===== src/rtl/branch_fetch_if.sv =====
// Fetch-stage bus bundle: instruction memory req/ack port, decode valid/ready port
// and branch-resolution inputs. The fetch unit is the master.
interface branch_fetch_if;
    // Handshakes: imem_req is held with a stable imem_addr until a 1-cycle imem_ack
    // (data valid in the ack cycle); decode takes instr when instr_valid & instr_ready.
    logic        imem_req;
    logic [63:0] imem_addr;
    logic        imem_ack;
    logic [31:0] imem_rdata;
    logic [31:0] instr;
    logic [63:0] instr_pc;
    logic        instr_valid;
    logic        instr_ready;
    logic        br_valid;
    logic        br_taken;
    logic [63:0] br_pc;
    logic [63:0] br_offset;

    modport master (
        output imem_req, imem_addr, instr, instr_pc, instr_valid,
        input  imem_ack, imem_rdata, instr_ready, br_valid, br_taken, br_pc, br_offset
    );

    modport slave (
        input  imem_req, imem_addr, instr, instr_pc, instr_valid,
        output imem_ack, imem_rdata, instr_ready, br_valid, br_taken, br_pc, br_offset
    );
endinterface


===== src/rtl/branch_fetch_unit.sv =====
// LEGv8 instruction fetch stage: PC, memory fetch, decode hand-off, branch redirect.
// Optional FETCH_PERF_CNT_EN adds saturating accepted/flush counters.
module branch_fetch_unit #(
    parameter logic [63:0] RESET_PC = 64'h0
) (
    input  logic                 clk,
    input  logic                 reset,
    branch_fetch_if.master       bus,
    output logic [1:0]           dbg_state
`ifdef FETCH_PERF_CNT_EN
    ,
    output logic [31:0]          perf_fetch_cnt,
    output logic [31:0]          perf_flush_cnt
`endif
);

    typedef enum logic [1:0] {
        IDLE  = 2'd0,
        FETCH = 2'd1,
        HOLD  = 2'd2,
        DRAIN = 2'd3
    } state_t;

    localparam logic [63:0] RESET_PC_ALIGNED = RESET_PC & ~64'h3;

    state_t      state_q, state_d;
    logic [63:0] pc_q, pc_d;
    logic [63:0] addr_q, addr_d;
    logic [31:0] instr_q, instr_d;
    logic [63:0] instr_pc_q, instr_pc_d;
    logic        redirect;
    logic [63:0] target;
    logic [63:0] pc_inc;
    logic        accept_fire;
    logic        flush_fire;

    assign redirect = bus.br_valid & bus.br_taken;
    assign target   = bus.br_pc + (bus.br_offset << 2);
    assign pc_inc   = pc_q + 64'd4;

    always_ff @(posedge clk) begin
        if (reset) begin
            state_q    <= IDLE;
            pc_q       <= RESET_PC_ALIGNED;
            addr_q     <= 64'h0;
            instr_q    <= 32'h0;
            instr_pc_q <= 64'h0;
        end else begin
            state_q    <= state_d;
            pc_q       <= pc_d;
            addr_q     <= addr_d;
            instr_q    <= instr_d;
            instr_pc_q <= instr_pc_d;
        end
    end

    always_comb begin
        state_d     = state_q;
        pc_d        = pc_q;
        addr_d      = addr_q;
        instr_d     = instr_q;
        instr_pc_d  = instr_pc_q;
        accept_fire = 1'b0;
        flush_fire  = 1'b0;
        case (state_q)
            IDLE: begin
                state_d = FETCH;
                addr_d  = pc_q;
            end
            FETCH: begin
                if (redirect) begin
                    flush_fire = 1'b1;
                    pc_d       = target;
                    if (bus.imem_ack) addr_d  = target;
                    else              state_d = DRAIN;
                end else if (bus.imem_ack) begin
                    instr_d    = bus.imem_rdata;
                    instr_pc_d = pc_q;
                    state_d    = HOLD;
                end
            end
            DRAIN: begin
                // The outstanding request must complete at its original address;
                // only the PC follows further redirects.
                if (redirect) begin
                    flush_fire = 1'b1;
                    pc_d       = target;
                end
                if (bus.imem_ack) begin
                    state_d = FETCH;
                    addr_d  = redirect ? target : pc_q;
                end
            end
            HOLD: begin
                if (redirect) begin
                    flush_fire = 1'b1;
                    pc_d       = target;
                    addr_d     = target;
                    state_d    = FETCH;
                end else if (bus.instr_ready) begin
                    accept_fire = 1'b1;
                    pc_d        = pc_inc;
                    addr_d      = pc_inc;
                    state_d     = FETCH;
                end
            end
            default: state_d = IDLE;
        endcase
    end

    always_comb begin
        bus.imem_req    = (state_q == FETCH) || (state_q == DRAIN);
        bus.imem_addr   = addr_q;
        bus.instr_valid = (state_q == HOLD);
        bus.instr       = instr_q;
        bus.instr_pc    = instr_pc_q;
        dbg_state       = state_q;
    end

`ifdef FETCH_PERF_CNT_EN
    logic [31:0] fetch_cnt_q, fetch_cnt_d;
    logic [31:0] flush_cnt_q, flush_cnt_d;

    always_comb begin
        fetch_cnt_d = fetch_cnt_q;
        flush_cnt_d = flush_cnt_q;
        if (accept_fire && (fetch_cnt_q != 32'hFFFF_FFFF)) fetch_cnt_d = fetch_cnt_q + 32'd1;
        if (flush_fire  && (flush_cnt_q != 32'hFFFF_FFFF)) flush_cnt_d = flush_cnt_q + 32'd1;
    end

    always_ff @(posedge clk) begin
        if (reset) begin
            fetch_cnt_q <= 32'h0;
            flush_cnt_q <= 32'h0;
        end else begin
            fetch_cnt_q <= fetch_cnt_d;
            flush_cnt_q <= flush_cnt_d;
        end
    end

    assign perf_fetch_cnt = fetch_cnt_q;
    assign perf_flush_cnt = flush_cnt_q;
`else
    logic unused_perf;
    assign unused_perf = accept_fire ^ flush_fire;
`endif

endmodule


===== src/flat_wrapper.sv =====
// flat-port wrapper written by rule: the top's interface ports become plain ports
module branch_fetch_unit_flat 
#(
    parameter logic [63:0] RESET_PC = 64'h0
)
  (clk, reset, dbg_state, bus_imem_req, bus_imem_addr, bus_instr, bus_instr_pc, bus_instr_valid, bus_imem_ack, bus_imem_rdata, bus_instr_ready, bus_br_valid, bus_br_taken, bus_br_pc, bus_br_offset);
  branch_fetch_if bus_i ();
  input  logic clk;
  input  logic reset;
  output logic [1:0] dbg_state;
  output wire logic [$bits(bus_i.imem_req)-1:0] bus_imem_req;
  output wire logic [$bits(bus_i.imem_addr)-1:0] bus_imem_addr;
  output wire logic [$bits(bus_i.instr)-1:0] bus_instr;
  output wire logic [$bits(bus_i.instr_pc)-1:0] bus_instr_pc;
  output wire logic [$bits(bus_i.instr_valid)-1:0] bus_instr_valid;
  input wire logic [$bits(bus_i.imem_ack)-1:0] bus_imem_ack;
  input wire logic [$bits(bus_i.imem_rdata)-1:0] bus_imem_rdata;
  input wire logic [$bits(bus_i.instr_ready)-1:0] bus_instr_ready;
  input wire logic [$bits(bus_i.br_valid)-1:0] bus_br_valid;
  input wire logic [$bits(bus_i.br_taken)-1:0] bus_br_taken;
  input wire logic [$bits(bus_i.br_pc)-1:0] bus_br_pc;
  input wire logic [$bits(bus_i.br_offset)-1:0] bus_br_offset;
  assign bus_imem_req = bus_i.imem_req;
  assign bus_imem_addr = bus_i.imem_addr;
  assign bus_instr = bus_i.instr;
  assign bus_instr_pc = bus_i.instr_pc;
  assign bus_instr_valid = bus_i.instr_valid;
  assign bus_i.imem_ack = bus_imem_ack;
  assign bus_i.imem_rdata = bus_imem_rdata;
  assign bus_i.instr_ready = bus_instr_ready;
  assign bus_i.br_valid = bus_br_valid;
  assign bus_i.br_taken = bus_br_taken;
  assign bus_i.br_pc = bus_br_pc;
  assign bus_i.br_offset = bus_br_offset;
  branch_fetch_unit #(.RESET_PC(RESET_PC)) u_core (.clk(clk), .reset(reset), .bus(bus_i), .dbg_state(dbg_state));
endmodule

===== config.mk =====
export PLATFORM = sky130hd
export DESIGN_NAME = branch_fetch_unit_flat
export DESIGN_NICKNAME = d
export VERILOG_FILES = /design/src/rtl/branch_fetch_if.sv /design/src/rtl/branch_fetch_unit.sv /design/src/flat_wrapper.sv
export SDC_FILE = /design/constraint.sdc
export NUM_CORES = 1
export LEC_CHECK = 0
export ABC_AREA = 1
export ABC_CLOCK_PERIOD_IN_PS = 5300
export CORE_ASPECT_RATIO = 0.75
export CORE_MARGIN = 3
export CORE_UTILIZATION = 25
export DETAILED_ROUTE_END_ITERATION = 7
export PLACE_DENSITY = 0.54
export SYNTH_ARGS = -nofsm -noshare
export SYNTH_HDL_FRONTEND = slang
export SYNTH_SLANG_ARGS = --single-unit

===== constraint.sdc =====
create_clock -name clk -period 5.3 [get_ports clk]
set_clock_uncertainty 0.15 [all_clocks]
set_input_delay 1.06 -clock clk [delete_from_list [all_inputs] [get_ports clk]]
set_output_delay 1.06 -clock clk [all_outputs]
set_load 0.005 [all_outputs]

# Word level (Yosys, flattened, before mapping)
# Index checks and enable logic that the tools add are counted.
# word_totals
regBits,226
in_bits,166
# classes
mux,15
addsub,2
n_eq_ne,9
n_reduce_logical,8
bitwise,2
# op_table
cell,n
two-way mux 64 bit,6
one-hot mux 64 bit (4 select lines),1
one-hot mux 64 bit (2 select lines),1
"adder 64 x 3 -> 64 bit, second input constant",1
adder 64 bit,1
two-way mux 2 bit,6
one-hot mux 2 bit (4 select lines),1
AND reduction 4 bit,2
"== test 2 bit, second input constant",2
"inequality test 2 bit, second input constant",2
"inequality test 3 x 1 -> 1 bit, second input constant",1
"inequality test 3 x 2 -> 1 bit, second input constant",1
"inequality test 3 bit, second input constant",1
AND reduction 3 bit,1
"== test 2 x 1 -> 1 bit, second input constant",1
zero test 2 bit,1
"inequality test 2 x 1 -> 1 bit, second input constant",1
AND reduction 2 bit,1
nonzero test 2 bit,1
OR reduction 2 bit,1
bitwise AND 1 bit,1
logical OR 1 bit,1
inverter 1 bit,1

# Longest topological paths before layout
# Gate-level depths: netlist (run 1).
# depth
word_depth,4
ltp_mapped,21

# Worst setup path after synthesis (run 1)
# OpenSTA, ideal clock, no wires.
# synth_timing
path_type,input -> register
startpoint,input port bus_br_offset[0]
endpoint,register u_core.addr_q[24] (netlist: u_core.bus.imem_addr[24])
t_arrival_ps,2890
cell_stages,16
n_path_buf,0
setup_ps,132
setup_slack_ps,2128
cell_sequence,ha_1 > inv_1 > fa_1 > inv_1 > nand3_1 > nand2_1 > nand2_1 > nand2_1 > nand2_1 > nand3_1 > xor2_1 > or2_2 > nand3_1 > nand3b_1 > nand2_1 > a21oi_1
# synth_via
elab_chain_cells,4
elab_cells_between_ends,7
# synth_rtl
item,line,text
from (decl),flat_wrapper.sv:22,input wire logic [$bits(bus_i.br_offset)-1:0] bus_br_offset;
adder 64 bit *,branch_fetch_unit.sv:38,assign target = bus.br_pc + (bus.br_offset << 2);
"two-way mux 64 bit, on equally long branches",-,
"two-way mux 64 bit, on equally long branches","branch_fetch_unit.sv:89, branch_fetch_unit.sv:71",
one-hot mux 64 bit (4 select lines) *,branch_fetch_unit.sv:65,case (state_q)
to (signal assigned),branch_fetch_unit.sv:51,addr_q <= addr_d;
to (decl),branch_fetch_unit.sv:28,"logic [63:0] addr_q, addr_d;"
# Every way passes the cells marked *; elsewhere a longest branch is shown, timed or not. The select of a mux whose other input is x is not followed.
# A chain may end at the register's enable or synchronous reset.

# Final worst setup path (run 1)
# layout_timing
startpoint,register u_core.state_q[1] (netlist: u_core.dbg_state[1])
endpoint,output port bus_instr_valid
# layout_via
elab_chain_cells,1
# layout_rtl
item,line,text
from (decl),branch_fetch_unit.sv:26,"state_t state_q, state_d;"
from (signal assigned),branch_fetch_unit.sv:49,state_q <= state_d;
== test 2 bit,branch_fetch_unit.sv:114,bus.instr_valid = (state_q == HOLD);
to (decl),flat_wrapper.sv:15,output wire logic [$bits(bus_i.instr_valid)-1:0] bus_instr_valid;
# No other way between the ends.

==> summary.txt, run 1 <==
Floorplan
  • Die height: 243 µm
  • Top-level I/O count: 330
  • Core area: 0.0737 mm²
  • Initial Utilization: 25.3%
  • Row cnt: 86
  • Die area: 0.0781 mm²
  • Die width: 322 µm

Synthesis
  • Leading area contributor after synthesis: dfxtp_1
  • Syn Area/Cell: 5.81 µm²
  • Fraction of registers with async set/reset: 0%
  • Post-synthesis register bit count: 226
  • Syn_nets: 3,443
  • Synth top area cells: dfxtp_1 (24%), nand2_1 (19%), inv_1 (9.2%), nand3_1 (7.7%), nor2_1 (6.4%)
  • Main synth FF type: dfxtp_1
  • Top-count cell post-synth: nand2_1
  • Seq/Total Area, Yosys: 24.2%
  • Top post-synthesis cells by count: nand2_1 (927), inv_1 (457), nor2_1 (317)
  • Cells after Synth: 3,214
  • EDFF count, synth: 0
  • Ys Warns: 0
  • Unique masters post-synth: 53
  • Share of the synthesized area in the top cell type: 24.2%
  • Post-synthesis instance area: 0.0187 mm²

Worst setup path
  • WP data required: 4.09 ns
  • CP Capture Type: output port
  • Type of the worst setup path: flop to output port
  • Top delay family on crit path: buffers and inverters
  • Crit path max-delay cell type: clkdlybuf4s50_1
  • Crit Path Max Fanout: 45
  • WP depth: 4
  • CP Data Arrival Time: 2.86 ns
  • Worst r2r path cells: 10
  • Cell Chain, Critical Path: inv_2 -> nor2_4 -> buf_4 -> clkdlybuf4s50_1
  • Worst setup SP type: flop
  • Crit path buf inv count: 3
  • Crit-path max cell delay: 0.63 ns

Power and ir drop
  • Internal: 0.00397 W
  • PwrDens: 281 mW/mm²
  • Psw: 0.00265 W
  • Clock share of power: 27.3%
  • Leak: 10.6 nW
  • Logic pwr share: 39.9%
  • Switching share of power: 40.0%
  • Worst VDD drop: 139 µV
  • Sequential share of power: 32.8%

Timing
  • Fmax: 0.246 GHz
  • Final setup viols: 0
  • Final hold vios: 0
  • Unrepaired setup endpoints after global routing: false
  • Setup_tns: 0 ns
  • Fin Hold WS: 0.313 ns
  • Final min period: 4.07 ns
  • Final-report max-slew violation count: 0
  • Relative slew margins: 27.7%
  • Tcrit/Tclk final: 76.8%
  • Worst-margin pin slew: 1.08 ns

Run status
  • Status: complete, no violations

Clock network
  • TritonCTS clock tree: built
  • CTS max path bufs: 3
  • Clock transition at the registers of the reported paths: 0.07 ns
  • Worst skew pair latency: 0.56 ns
  • PostCTS Resize Cnt: 0
  • Inserted Clock Buffers: 24
  • Post-CTS Hold Fix Bufs: 0
  • CTS root buf: clkbuf_16
  • H-tree levels: 1
  • Setup repair bufs after CTS: 0
  • # clock sinks: 226

GRT
  • GRT overflow: 0
  • Vias in the first global route: 19,700
  • GRT Util Overall: 19.2%
  • First-pass GRT wire length: 118,000 µm
  • Largest net degree at the start of global routing: 159
  • Initial antenna violation count: 0

Detailed routing
  • Initial DRC count: 2,046
  • Final ANT Viol Nets: 0
  • Drt wl/cell: 17.6 µm
  • WL met2: 35,800 µm
  • M1 WL: 35,100 µm
  • DRC viols: 0
  • Routed via count: 21,400
  • Metal3 WL: 5750 µm
  • Routed Wire Length: 78,000 µm
  • Drt via density: 4.83
  • Initial DRT Pass Iterations: 5
  • Top sig layer: met4

Place
  • Input/output buffers: 327
  • DP HPWL: 61,000 µm
  • RePlAce Congestion: 0.941

Job
  • Max-cap violation count: 0

Layout
  • Nets: 3,683
  • Area Overhead vs Synth: 26.2%
  • Layout fillers: 8,217
  • N_diodes: 0
  • Layout cells sized above 1: 4.90%

Hold path
  • Min-delay worst type: flop to flop
  • Hold depth: 2
[power by group through the flow]
stage	clock [W]	combinational, W	sequential (W)
final	0.00181	0.00264	0.00217
after global routing	0.00193	0.00294	0.00220
after CTS	0.00186	0.00266	0.00217
after detailed placement	0	0.00265	0.00220
after global placement	0	0.00264	0.00220
after floorplan	0	0.00154	0.00215
[metal layers]
metal | vias up | track usage, %
li1 | 10900 | -
met4 | 0 | 3.23
met1 | 9743 | 26.2
met3 | 68 | 2.97
met5 | - | 0
met2 | 735 | 32.3
[kinds of logic after synthesis]
kind of cell,count (synthesis),share of synthesized area (%)
AOI/OAI and AO/OA,578,17.5
DFF,226,24.2
buffers and inverters,615,12.9
xor gates and xnor gates,29,1.36
and+or+nand+nor,1703,39.8
adders and majority gates,63,4.26
[final cells by class]
class | count | area [µm²] | share of cell area (%)
clock buffer | 30 | 643 | 2.73
clock inverter | 14 | 179 | 0.759
inverter | 484 | 1820 | 7.71
multi-input combinational | 2373 | 11800 | 49.9
sequential | 226 | 4520 | 19.2
tap | 968 | 1210 | 5.14
timing repair buffer | 345 | 3440 | 14.6
[through the flow]
step	total power (W)	instances	worst slack (ns)	area, µm²	utilization (%)
final	0.00662	4440	1.23	23600	32.0
after global routing	0.00707	4440	1.13	23600	32.0
after detailed placement	0.00485	4396	0.900	22800	30.9
after CTS	0.00669	4440	1.20	23600	32.0
after global placement	0.00484	4396	0.892	22800	30.9
after floorplan	0.00369	3214	2.13	18700	-
[worst paths after layout]
path / from / end / slack, ns
max: u_core.dbg_state[1] / bus_instr_valid / 1.23
min: u_core.bus.imem_addr[34] / u_core.bus.imem_addr[34] / 0.31
max reg2reg: u_core.dbg_state[1] / u_core.bus.imem_addr[17] / 1.70
min reg2reg: u_core.bus.imem_addr[34] / u_core.bus.imem_addr[34] / 0.31
[state kept, by name, indices dropped and copies added (netlist names)]
register and cells:
u_core.dbg_state 2, u_core.bus.imem_addr 64, u_core.bus.instr 32, u_core.bus.instr_pc 64
u_core.pc_q 64
[worst reg2reg max path, stage by stage (launching register included)]
cell and delay, ns:
dfxtp_1 0.55, buf_4 0.39, nor2_4 0.16, inv_2 0.31, nor2_2 0.09, a211oi_2 0.29, clkinv_2 0.64, buf_12 0.47
a21oi_1 0.14, o21ai_0 0.19, a21oi_1 0.17
[layout by cell type, fill, tap and decap left out, drive strengths merged, types with 2 or more instances in the layout]
cell type and n:
nand3 291, ha 62, o2111ai 2, clkinv 6, nor3 47, clkinvlp 6
o21ai 214, dfxtp 226, bufinv 3, a31oi 74, o221ai 4, o211ai 17
clkbuf 30, nand4 37, buf 19, nor2 341, clkdlybuf4s50 326, o21a 3
inv 483, nand3b 23, nand2 941, a211oi 48, o311ai 7, and2 7
o22ai 3, o21bai 7, or2 10, xor2 5, nor4 5, a21oi 197
xnor2 24
No activity file was read; power rests on OpenSTA's default activity.
==> inputs of run 2 (changes only) <==
- ABC_CLOCK_PERIOD_IN_PS: 5300 -> 4300
- clock period: 5.3 -> 4.3 ns (I/O delays scaled with it)
==> run 2 against run 1 <==
Sequential share of layout area decreased by 0.11 points. Non-clock buffer count rose by 28. Sequential power is 24% higher. Hold slack barely moved.
==> summary.txt, run 2 (same netlist as run 1, synthesis figures left out) <==
Run status
  • Status: complete, no violations

Worst setup path
  • WP data required: 3.29 ns
  • Setup crit end: bus_instr_valid
  • Top delay family on crit path: buffers and inverters
  • Crit path buf inv count: 4
  • R2r startpoint: u_core.dbg_state[0]
  • Critical path origin: u_core.dbg_state[1]
  • CP Data Arrival Time: 2.78 ns
  • Cell Chain, Critical Path: inv_2 -> buf_4 -> nor2_4 -> buf_4 -> clkdlybuf4s50_1
  • Reg2Reg Capture Point: u_core.bus.instr_pc[61]
  • CP Capture Type: output port
  • Crit Path Max Fanout: 45
  • Type of the worst setup path: flop to output port
  • Crit path max-delay cell type: clkdlybuf4s50_1
  • Crit-path max cell delay: 0.66 ns
  • Worst setup SP type: flop
  • WP depth: 5
  • Most frequent CP cell: buf_4
  • FF-to-FF setup slack: 1.08 ns
  • Worst r2r path cells: 11

Timing
  • Setup_tns: 0 ns
  • Unrepaired setup endpoints after global routing: false
  • Final setup viols: 0
  • Fmax: 0.264 GHz
  • Relative slew margins: 38.4%
  • Final hold vios: 0
  • Worst-margin pin slew: 0.923 ns
  • Tcrit/Tclk final: 88.2%
  • Final-report max-slew violation count: 0
  • Final min period: 3.79 ns

Clock network
  • H-tree levels: 1
  • Clock transition at the registers of the reported paths: 0.07 ns
  • CTS max path bufs: 3
  • Worst skew pair latency: 0.54 ns
  • Post-CTS Hold Fix Bufs: 0
  • PostCTS Resize Cnt: 0
  • TritonCTS clock tree: built
  • CTS root buf: clkbuf_16
  • Setup repair bufs after CTS: 0
  • # clock sinks: 226
  • Inserted Clock Buffers: 23

GRT
  • First-pass GRT wire length: 118,000 µm
  • Initial antenna violation count: 0
  • Grt peak-use layer: met2
  • Largest net degree at the start of global routing: 116
  • GRT Util Overall: 19.1%
  • GRT overflow: 0
  • M1 GR Usage: 25.9%
  • GR Layer Usage met2: 32.1%
  • Met3 Usage GRT: 2.95%
  • Vias in the first global route: 19,800

Power and ir drop
  • PwrDens: 338 mW/mm²
  • Worst VDD drop: 191 µV
  • Leak: 10.7 nW

Detailed routing
  • Initial DRT Pass Iterations: 6
  • Routed Wire Length: 77,700 µm
  • Final ANT Viol Nets: 0
  • DRC viols: 0
  • Drt via density: 4.82
  • Routed via count: 21,500
  • Initial DRC count: 1,888
  • Drt wl/cell: 17.4 µm

Layout
  • Finished Core Util: 32.2%
  • Most frequent cells in the layout: nand2_1 (927), inv_1 (456), clkdlybuf4s50_1 (326)
  • Layout fillers: 8,187
  • Commonest non-fill, non-tap cell in the layout: nand2_1
  • Area Overhead vs Synth: 26.9%
  • Nets: 3,710
  • N_diodes: 0
  • Layout cells sized above 1: 5.52%

Floorplan
  • Die area: 0.0781 mm²
  • Initial Utilization: 25.3%
  • Die height: 243 µm
  • Die width: 322 µm
  • Top-level I/O count: 330
  • Core area: 0.0737 mm²
  • Row cnt: 86

Hold path
  • Min-delay worst type: flop to flop
  • Hold depth: 2

Place
  • RePlAce Congestion: 0.946
  • DP HPWL: 61,200 µm
  • Input/output buffers: 327

Job
  • Max-cap violation count: 0
==> run 2: changes by cell type in the layout (fill, tap and decap cells not counted) <==
cell	before	now
buf_12	3	5
buf_4	16	42
bufinv_16	3	1
clkbuf_16	24	23
clkbuf_8	2	4
clkinv_1	2	3
clkinv_2	3	5
clkinv_8	1	0
clkinvlp_4	6	2
inv_2	25	24
==> run 2: worst min path at each step <==
stage / from / slack [ns] / to
global placement: u_core.bus.imem_addr[62] / 0.30 / u_core.bus.imem_addr[62]
finish: u_core.bus.imem_addr[23] / 0.31 / u_core.bus.imem_addr[23]
global route: u_core.bus.imem_addr[22] / 0.33 / u_core.bus.imem_addr[22]
detailed placement: u_core.bus.imem_addr[33] / 0.31 / u_core.bus.imem_addr[33]
floorplan: u_core.bus.imem_addr[4] / 0.30 / u_core.bus.imem_addr[4]
CTS: u_core.bus.imem_addr[33] / 0.32 / u_core.bus.imem_addr[33]
==> run 2: cell type report <==
cell class / count / area (µm²) / share of cell area [%]
inverter: 484 / 1820 / 7.66
timing repair buffer: 373 / 3680 / 15.5
sequential: 226 / 4520 / 19.1
clock inverter: 9 / 82.6 / 0.348
tap: 968 / 1210 / 5.11
multi-input combinational: 2373 / 11800 / 49.6
clock buffer: 31 / 646 / 2.72
==> run 2: layer usage <==
metal	up-vias	wire, µm
li1	10900	-
met1	9768	34900
met2	720	35700
met3	75	5310
met4	0	1790
met5	-	0
==> run 2: power breakdown <==
part | leakage (nW) | switching, W | internal (W)
clock | 0.356 | 0.000916 | 0.00112
combinational | 8.51 | 0.00202 | 0.00128
sequential | 1.86 | 0.000273 | 0.00240
==> run 2: stage by stage <==
stage | cells | power, W | hold slack (ns) | instance area (µm²) | setup WS, ns
floorplan | 3214 | 0.00455 | 0.304 | 18700 | 1.33
global placement | 4424 | 0.00602 | 0.303 | 23000 | 0.196
detailed placement | 4424 | 0.00603 | 0.306 | 23000 | 0.181
CTS | 4464 | 0.00810 | 0.316 | 23700 | 0.498
global route | 4464 | 0.00859 | 0.333 | 23700 | 0.371
finish | 4464 | 0.00801 | 0.313 | 23700 | 0.507
==> run 2: tightest hold or removal path: stages (launching register included) <==
cell and delay [ns]:
dfxtp_1 0.31, nand2_1 0.06, a21oi_1 0.05
